## src/rtl/pipe_pkg.sv

```systemverilog
// Shared constants and helpers for the generic inter-stage pipeline registers.
package pipe_pkg;

  localparam logic [31:0] NOP_INSTR        = 32'h0000_0000;
  localparam logic [31:0] DEFAULT_RESET_PC = 32'h3000;

  // Base bit offset of an operand lane inside a packed lane bus.
  function automatic int lane_base(input int lane, input int width);
    return lane * width;
  endfunction

endpackage

```

## src/rtl/sat_counter.sv

```systemverilog
// Saturating event counter with synchronous clear; clear wins over increment.
module sat_counter #(
  parameter int CNT_W = 16
) (
  input  logic             clk,
  input  logic             reset,
  input  logic             inc,
  input  logic             clr,
  output logic [CNT_W-1:0] count
);

  logic [CNT_W-1:0] count_q;
  logic [CNT_W-1:0] count_d;

  always_comb begin
    count_d = count_q;
    if (clr) begin
      count_d = '0;
    end else if (inc && (count_q != {CNT_W{1'b1}})) begin
      count_d = count_q + 1'b1;
    end
  end

  always_ff @(posedge clk or posedge reset) begin
    if (reset) begin
      count_q <= '0;
    end else begin
      count_q <= count_d;
    end
  end

  assign count = count_q;

endmodule

```

## src/rtl/pipe_stage_reg.sv

```systemverilog
// Generic pipeline stage register: pc, instr, NUM_OPS operand lanes and valid,
// with stall hold, flush bubble insertion and a saturating bubble counter.
module pipe_stage_reg
  import pipe_pkg::*;
#(
  parameter int          DATA_W         = 32,
  parameter int          NUM_OPS        = 3,
  parameter logic [31:0] RESET_PC       = DEFAULT_RESET_PC,
  parameter bit          BUBBLE_KEEP_PC = 1'b1,
  parameter int          CNT_W          = 16
) (
  input  logic                      clk,
  input  logic                      reset,
  input  logic                      stall,
  input  logic                      flush,
  input  logic                      cnt_clr,
  input  logic                      in_valid,
  input  logic [31:0]               in_pc,
  input  logic [31:0]               in_instr,
  input  logic [NUM_OPS*DATA_W-1:0] in_ops,
  output logic                      out_valid,
  output logic [31:0]               out_pc,
  output logic [31:0]               out_instr,
  output logic [NUM_OPS*DATA_W-1:0] out_ops,
  output logic [CNT_W-1:0]          bubble_cnt
);

  logic                      valid_q, valid_d;
  logic [31:0]               pc_q, pc_d;
  logic [31:0]               instr_q, instr_d;
  logic [NUM_OPS*DATA_W-1:0] ops_q, ops_d;
  logic                      bubble_evt;

  // Flush beats stall beats load; a load of an empty slot still carries its pc.
  always_comb begin
    valid_d = valid_q;
    pc_d    = pc_q;
    instr_d = instr_q;
    ops_d   = ops_q;
    if (flush) begin
      valid_d = 1'b0;
      pc_d    = BUBBLE_KEEP_PC ? in_pc : RESET_PC;
      instr_d = NOP_INSTR;
      ops_d   = '0;
    end else if (!stall) begin
      pc_d = in_pc;
      if (in_valid) begin
        valid_d = 1'b1;
        instr_d = in_instr;
        for (int k = 0; k < NUM_OPS; k++) begin
          ops_d[lane_base(k, DATA_W) +: DATA_W] = in_ops[lane_base(k, DATA_W) +: DATA_W];
        end
      end else begin
        valid_d = 1'b0;
        instr_d = NOP_INSTR;
        ops_d   = '0;
      end
    end
  end

  // A stall holding an existing bubble does not count as a new one.
  assign bubble_evt = flush | (~stall & ~in_valid);

  always_ff @(posedge clk or posedge reset) begin
    if (reset) begin
      valid_q <= 1'b0;
      pc_q    <= RESET_PC;
      instr_q <= NOP_INSTR;
      ops_q   <= '0;
    end else begin
      valid_q <= valid_d;
      pc_q    <= pc_d;
      instr_q <= instr_d;
      ops_q   <= ops_d;
    end
  end

  sat_counter #(
    .CNT_W (CNT_W)
  ) u_bubble_cnt (
    .clk   (clk),
    .reset (reset),
    .inc   (bubble_evt),
    .clr   (cnt_clr),
    .count (bubble_cnt)
  );

  assign out_valid = valid_q;
  assign out_pc    = pc_q;
  assign out_instr = instr_q;
  assign out_ops   = ops_q;

endmodule

```

## config.mk

```make
export PLATFORM = sky130hd
export DESIGN_NAME = pipe_stage_reg
export DESIGN_NICKNAME = d
export VERILOG_FILES = /design/src/rtl/pipe_pkg.sv /design/src/rtl/sat_counter.sv /design/src/rtl/pipe_stage_reg.sv
export SDC_FILE = /design/constraint.sdc
export NUM_CORES = 1
export LEC_CHECK = 0
export BUFFER_PORTS_ARGS = -buffer_cell sky130_fd_sc_hd__buf_2
export CORE_AREA = 2 2 133 135
export DETAILED_ROUTE_END_ITERATION = 7
export DIE_AREA = 0 0 135 137
export PLACE_DENSITY = 0.71
export SYNTH_ARGS = -nofsm -noshare
export SYNTH_HDL_FRONTEND = slang
export SYNTH_SLANG_ARGS = --single-unit
export TNS_END_PERCENT = 1
```

## constraint.sdc

```tcl
create_clock -name clk -period 5.7 [get_ports clk]
set_input_delay 0.285 -clock clk [delete_from_list [all_inputs] [get_ports clk]]
set_output_delay 0.285 -clock clk [all_outputs]
set_load 0.01 [all_outputs]
```

==> reports/qor.csv, run 1 <==
metric,value,unit
Filler cells,1468,
Worst setup EP type,flop,
status,"finished, final reports clean",
maxcap violations,0,
CP Data Arrival Time,2170,ps
Max Fanout on Critical Path,10,
post-synth cell types,44,
ANT nets after route,0,
Initial Utilization,0.3925,
Chip Width,135,um
Root Driver,clkbuf_16,
clock slew seen by the registers of the worst setup and hold paths,70,ps
area share of xor/xnor cells in the synthesized design,0,
simple-gate share of the synthesized area,0.05307,
CTS Buf Count,17,
Synth-to-Final Area Change,37.73,%
final critical-path required period,1876,ps
Post-CTS Hold Buffers,0,
largest family of logic cells by synthesized area,compound AO/OA/AOI/OAI gates,
Post-CTS Setup Bufs,0,
fin util,0.5406,
Total Wirelength,17720,um
area occupied by multi-input gates,2106,um^2
DRC,0,
Clock power frac,0.436,
diode count,0,
Post-Syn Nets,624,
Setup TNS Final,0,ps
Static Leak,4.993,nW
violation count after the first detailed-route iteration,250,
Post-Place Cells,996,
Die H,137,um
GRT Overall Usage,0.1804,
initial antenna violation count,1,
Buffers on Ports,342,
# setup viols final,0,
clock sink count,177,
largest net degree at the start of global routing,96,
switching power,0.6786,mW
final worst clock skew,3.903,ps
DR WL/cell,17.25,um
Power per Cell Area,310.0,nW/um^2
Max Fclk,0.5332,GHz
"Slew Viols, Final",0,
share of the synthesized area in the top cell type,0.6541,
combinational share of power,0.094,
worst vdd ir,189.3,uV
CTS Buffer Depth,2,
Internal,2.180,mW
critical path startpoint category,flop,
TritonCTS clock tree,yes,
gpl congestion,0.7859,
Slew @ Worst Pin,921.6,ps
Synth Warn #,0,
Skew-Pair Late Insertion Delay,410,ps
Setup Crit Path Kind,flop to flop,
RSZ-0062 raised after global routing,false,
drt pass-1 iters,4,
"Avg Cell Area, Syn",14.65,um^2
H-Tree Depth,4,
share of cells above drive strength 1,0.5399,
Fin. Hold Viols,0,
Reg area,4432,um^2
sequential share of power,0.469,
final cell count without fillers,1027,
IO Pins,343,
post-synthesis sequential area ratio,0.6619,
Net Sw Frac,0.2373,
fin nets,957,
post-synthesis register bit count,177,
die footprint,18500,um^2
hpwl dp,12450,um
cell row count,48,
first-pass GRT wire length,26060,um
Hold Path Class,input pin to async pin,
vias in the first global route,5096,
Yosys top cell by area,dfrtp_1,
Synth Area in Compound Gates,0.1990,
core area,17060,um^2
DR vias/cell,5.032,
hold_ws,7.700,ps
DR vias,5168,
Mapped Cells,457,
Post-Synth Adder-Cell Area,0.001869,
Netlist Area Pre-Place,6695,um^2
cts repair resizes,0,
Tcrit/Tclk final,0.3290,
Slew Limit Headroom,0.3856,
post-synthesis mux area share,0.05868,
total grt overflow,0,
largest cells by area after synthesis,"dfrtp_1 65%, a22o_1 17%, mux2_2 5.4%, buf_2 1.3%, a21oi_1 0.90%",
Worst Path Required,6000,ps
per-stage QoR:
step	area (um^2)	power (mW)	setup slack [ps]
3_5_place_dp	8592	1.640	3855
4_1_cts	9221	2.896	3837
6_report	9221	2.859	3824
3_3_place_gp	8592	1.635	3870
5_1_grt	9221	2.974	3731
2_1_floorplan	6695	1.495	616.4
routing by layer:
layer  share of wire  up-vias  GRT usage  routed length (um)
li1                -     2409          -                   -
met1            0.41     2509     0.2140                7230
met2            0.50      224     0.3127                8907
met3           0.069       24    0.05185                1231
met4           0.019        2    0.06655                 333
met5         0.00073        -          0                  13
registers in the layout (all words and copies together), names as in the netlist:
register            flops
out_pc                 32
out_valid               1
out_ops                96
u_bubble_cnt.count     16
out_instr              32
kinds of logic after synthesis:
logic type                 after synthesis
buffers and inverters                   37
adders and majority gates                1
muxes                                   35
and+or+nand+nor                         48
DFF                                    177
AOI/OAI and AO/OA                      159
final timing paths:
check                                        from               endpoint  slack (ps)  depth (start not counted)
max in group asynchronous                   reset  u_bubble_cnt.count[0]        4470                          3
max                        u_bubble_cnt.count[15]  u_bubble_cnt.count[9]        3820                          4
min reg2reg                             out_valid              out_valid         480                          1
max reg2reg                u_bubble_cnt.count[15]  u_bubble_cnt.count[9]        3820                          4
min                                         reset            out_ops[47]           8                          2
min in group clk                       in_ops[84]            out_ops[84]          70                          2
critical path, stage by stage (launching register included):
cell and delay (ps):
dfrtp_1 440, nand4_1 260, nor4_4 610, nor4_1 110
mux2_1 330
layout by cell type, fill, tap and decap left out, drive strengths merged, types with 7 or more instances in the layout:
cell / instances
buf: 348
dfrtp: 175
a22o: 128
mux2: 34
clkbuf: 18
a21oi: 12
nand2: 9
inv: 8
o31ai: 7
or4: 7
power groups by stage:
stage	clock, mW	combinational (mW)	sequential (mW)
2_1_floorplan	0	0.105	1.39
5_1_grt	1.33	0.296	1.35
4_1_cts	1.28	0.276	1.34
6_report	1.25	0.270	1.34
3_3_place_gp	0	0.271	1.36
3_5_place_dp	0	0.276	1.36
Yosys cell counts, drive strengths merged:
cell type	count
dfrtp	175
a22o	128
mux2	34
buf	17
clkbuf	17
a21oi	12
nand2	9
o31ai	7
or4	7
nand4	6
nand3	4
nor2	4
nor4	4
or3	4
inv	3
o21ai	3
dfstp	2
nand2b	2
nor2b	2
o21bai	2
a21o	1
a311oi	1
a31o	1
a31oi	1
and2	1
and2b	1
and4	1
ha	1
mux2i	1
nor3b	1
o211ai	1
o21ba	1
o41ai	1
or2	1
or2b	1
final cells by class:
| cell class | instances | area share |
|---|---|---|
| clock buffers | 18 | 0.04654 |
| clock inverters | 13 | 0.02171 |
| inverters | 3 | 0.001764 |
| multi-input cells | 243 | 0.2284 |
| flip-flops and latches | 177 | 0.4806 |
| well taps | 225 | 0.03053 |
| repair buffers | 348 | 0.1905 |
(Power assumes the default switching activity.)
==> run 2: changes to the inputs <==
Settings changed: CORE_AREA 2 2 133 135 to unset, CORE_MARGIN set to 2, CORE_UTILIZATION set to 41, DIE_AREA 0 0 135 137 to unset, PLACE_DENSITY 0.71 to 0.76.
Clock period 5.7 ns to 1.7 ns, I/O delays scaled along.
==> run 2 against run 1 <==
  * The run now ends with negative setup slack left
  * Wire length grew 25%
  * Sequential share of layout area is 7.9 points lower
  * Clock-buffer cell count increased by 1
  * Clock power increased to 3.3 times the previous value
  * Die area down 6.1%
  * Power rose to 3.5 times the previous value
  * Combinational power grew to 4.7 times the previous value
  * Sequential power grew to 3.4 times the previous value
  * Register-to-register slack lost 3800 ps
  * First-iteration DRC count up 43%
  * Sequential cell count unchanged
  * Clock skew grew 7.7 ps
==> reports/qor.csv, run 2 (same netlist as run 1, synthesis figures left out) <==
metric,value,unit,change
vias in the first global route,6570,,+29%
hold_ws,77.38,ps,+69.68 ps
top layer in use,met4,,
final worst clock skew,11.58,ps,+7.677 ps
Worst Path Required,2040,ps,-3960 ps
Chip Width,131.8,um,-2.4%
Max Fanout on Critical Path,4,,-6
share of cells above drive strength 1,0.4638,,-0.07609
max reg flops,96,,unchanged
CTS Buf Count,17,,unchanged
clock sink count,177,,unchanged
total grt overflow,0,,unchanged
DRC,0,,unchanged
cell row count,46,,-4.2%
DR WL/cell,18.45,um,+6.9%
clock slew seen by the registers of the worst setup and hold paths,70,ps,about the same
violation count after the first detailed-route iteration,358,,+43%
Max Fclk,0.5816,GHz,+9.1%
Tcrit/Tclk final,1.011,,+0.6823
Fin. Hold Viols,0,,unchanged
Power Total,9.875,mW,+250%
failing checks,negative setup slack,,
first-pass GRT wire length,34730,um,+33%
Slew @ Worst Pin,506.5,ps,-415.1 ps
final worst setup slack,-19.31,ps,-3844 ps
Slew Limit Headroom,0.6609,,+0.2753
fin nets,1135,,+19%
r2r startpoint,u_bubble_cnt.count[0],,
fin area,11040,um^2,+20%
Post-Place Cells,1003,,+0.70%
ANT nets after route,0,,unchanged
"Slew Viols, Final",0,,unchanged
initial antenna violation count,1,,unchanged
CP Data Arrival Time,2050,ps,-120 ps
end of the worst register-to-register path,u_bubble_cnt.count[3],,
final cell count without fillers,1199,,+17%
routed wl met3,1506,um,+22%
hold path depth,2,,
RSZ-0062 raised after global routing,true,,
Hold Path Class,input pin to flop,,
maxcap violations,0,,unchanged
GRT Overall Usage,0.2512,,+0.07078
# setup viols final,1,,+1
status,"complete, but fails checks",,
drt pass-1 iters,5,,+1
Root Driver,clkbuf_16,,
die footprint,17370,um^2,-6.1%
IO Pins,343,,unchanged
Buffers on Ports,342,,unchanged
hold path start,cnt_clr,,
DR vias,6214,,+20%
Power per Cell Area,894.3,nW/um^2,+190%
gpl congestion,0.8179,,+4.1%
Worst setup EP type,flop,,
"most common cell after layout, fill and taps aside",buf_2,,
largest net degree at the start of global routing,100,,+4.2%
H-Tree Depth,4,,unchanged
"commonest non-fill, non-tap cells in the layout","342 x buf_2, 175 x dfrtp_1, 161 x dlygate4sd3_1, 128 x a22o_1, 32 x mux2_2",,
Setup TNS Final,-19.31,ps,-19.31 ps
Post-Place Cell Area,8775,um^2,+2.1%
core area,15940,um^2,-6.5%
Initial Utilization,0.4199,,+0.02742
Setup Crit Path Kind,flop to flop,,
Die H,131.8,um,-3.8%
R2R depth,6,,+2
TritonCTS clock tree,yes,,
Met1 Wirelength,8594,um,+19%
Worst Hold Path EP,u_bubble_cnt.count[10],,
worst vdd ir,619.4,uV,+230%
R2R Setup Slk,-20,ps,-3840 ps
critical path startpoint category,flop,,
Static Leak,5.780,nW,+16%
CTS Buffer Depth,2,,unchanged
hpwl dp,12630,um,+1.4%
final critical-path required period,1719,ps,-156.2 ps
DR vias/cell,5.183,,+3.0%
Skew-Pair Late Insertion Delay,420,ps,about the same
Total Wirelength,22120,um,+25%
met2 routed WL,11410,um,+28%
Synth-to-Final Area Change,64.92,%,
==> run 2: cell type report <==
| type | instances | area, um^2 |
|---|---|---|
| inverter | 3 | 15.01 |
| tap | 216 | 270.3 |
| timing repair buffer | 526 | 3571 |
| clock buffer | 19 | 442.9 |
| clock inverter | 13 | 172.7 |
| multi-input combinational | 243 | 2133 |
| sequential | 177 | 4432 |
| antenna | 2 | 5.005 |
| fill | 1063 | 4901 |
==> run 2: layer usage <==
metal  up-vias  GRT usage
met5         -          0
met3        46    0.06882
li1       2785          -
met4         0    0.09722
met1      3080     0.2992
met2       303     0.4348
==> run 2: power by group <==
group          internal, mW  total, mW  switching (mW)  leakage, nW
Combinational         0.697       1.28           0.582         3.12
Clock                  2.39       4.09            1.70        0.305
Sequential             4.40       4.51           0.108         2.35
==> run 2: metrics by stage <==
| stage | utilization | worst slack (ps) |
|---|---|---|
| floorplan | - | -650.0 |
| global placement | 0.5504 | 110.8 |
| detailed placement | 0.5504 | 50.02 |
| CTS | 0.6901 | 14.10 |
| global route | 0.6924 | -53.26 |
| finish | 0.6926 | -19.31 |
==> run 2: worst max path at each step <==
| stage | from | to | cells past startpoint |
|---|---|---|---|
| CTS | u_bubble_cnt.count[4] | u_bubble_cnt.count[9] | 4 |
| global placement | u_bubble_cnt.count[4] | u_bubble_cnt.count[9] | 4 |
| global route | u_bubble_cnt.count[0] | u_bubble_cnt.count[3] | 6 |
| floorplan | reset | out_instr[0] | 1 |
| detailed placement | u_bubble_cnt.count[4] | u_bubble_cnt.count[9] | 4 |
| finish | u_bubble_cnt.count[0] | u_bubble_cnt.count[3] | 6 |
==> run 2: timing repair <==
item / in CTS / in global routing
hold buffers: 161 / 0
hold endpoints to repair: 336 / 0
gates resized for setup: 0 / 5
setup buffers: 0 / 1
setup endpoints to repair: 0 / 9
==> run 2: critical path: stages (launching register included) <==
cell	delay, ps
dfrtp_1	410
ha_4	190
nand3_2	90
nor4_4	70
buf_4	150
or4_2	550
a21oi_1	170
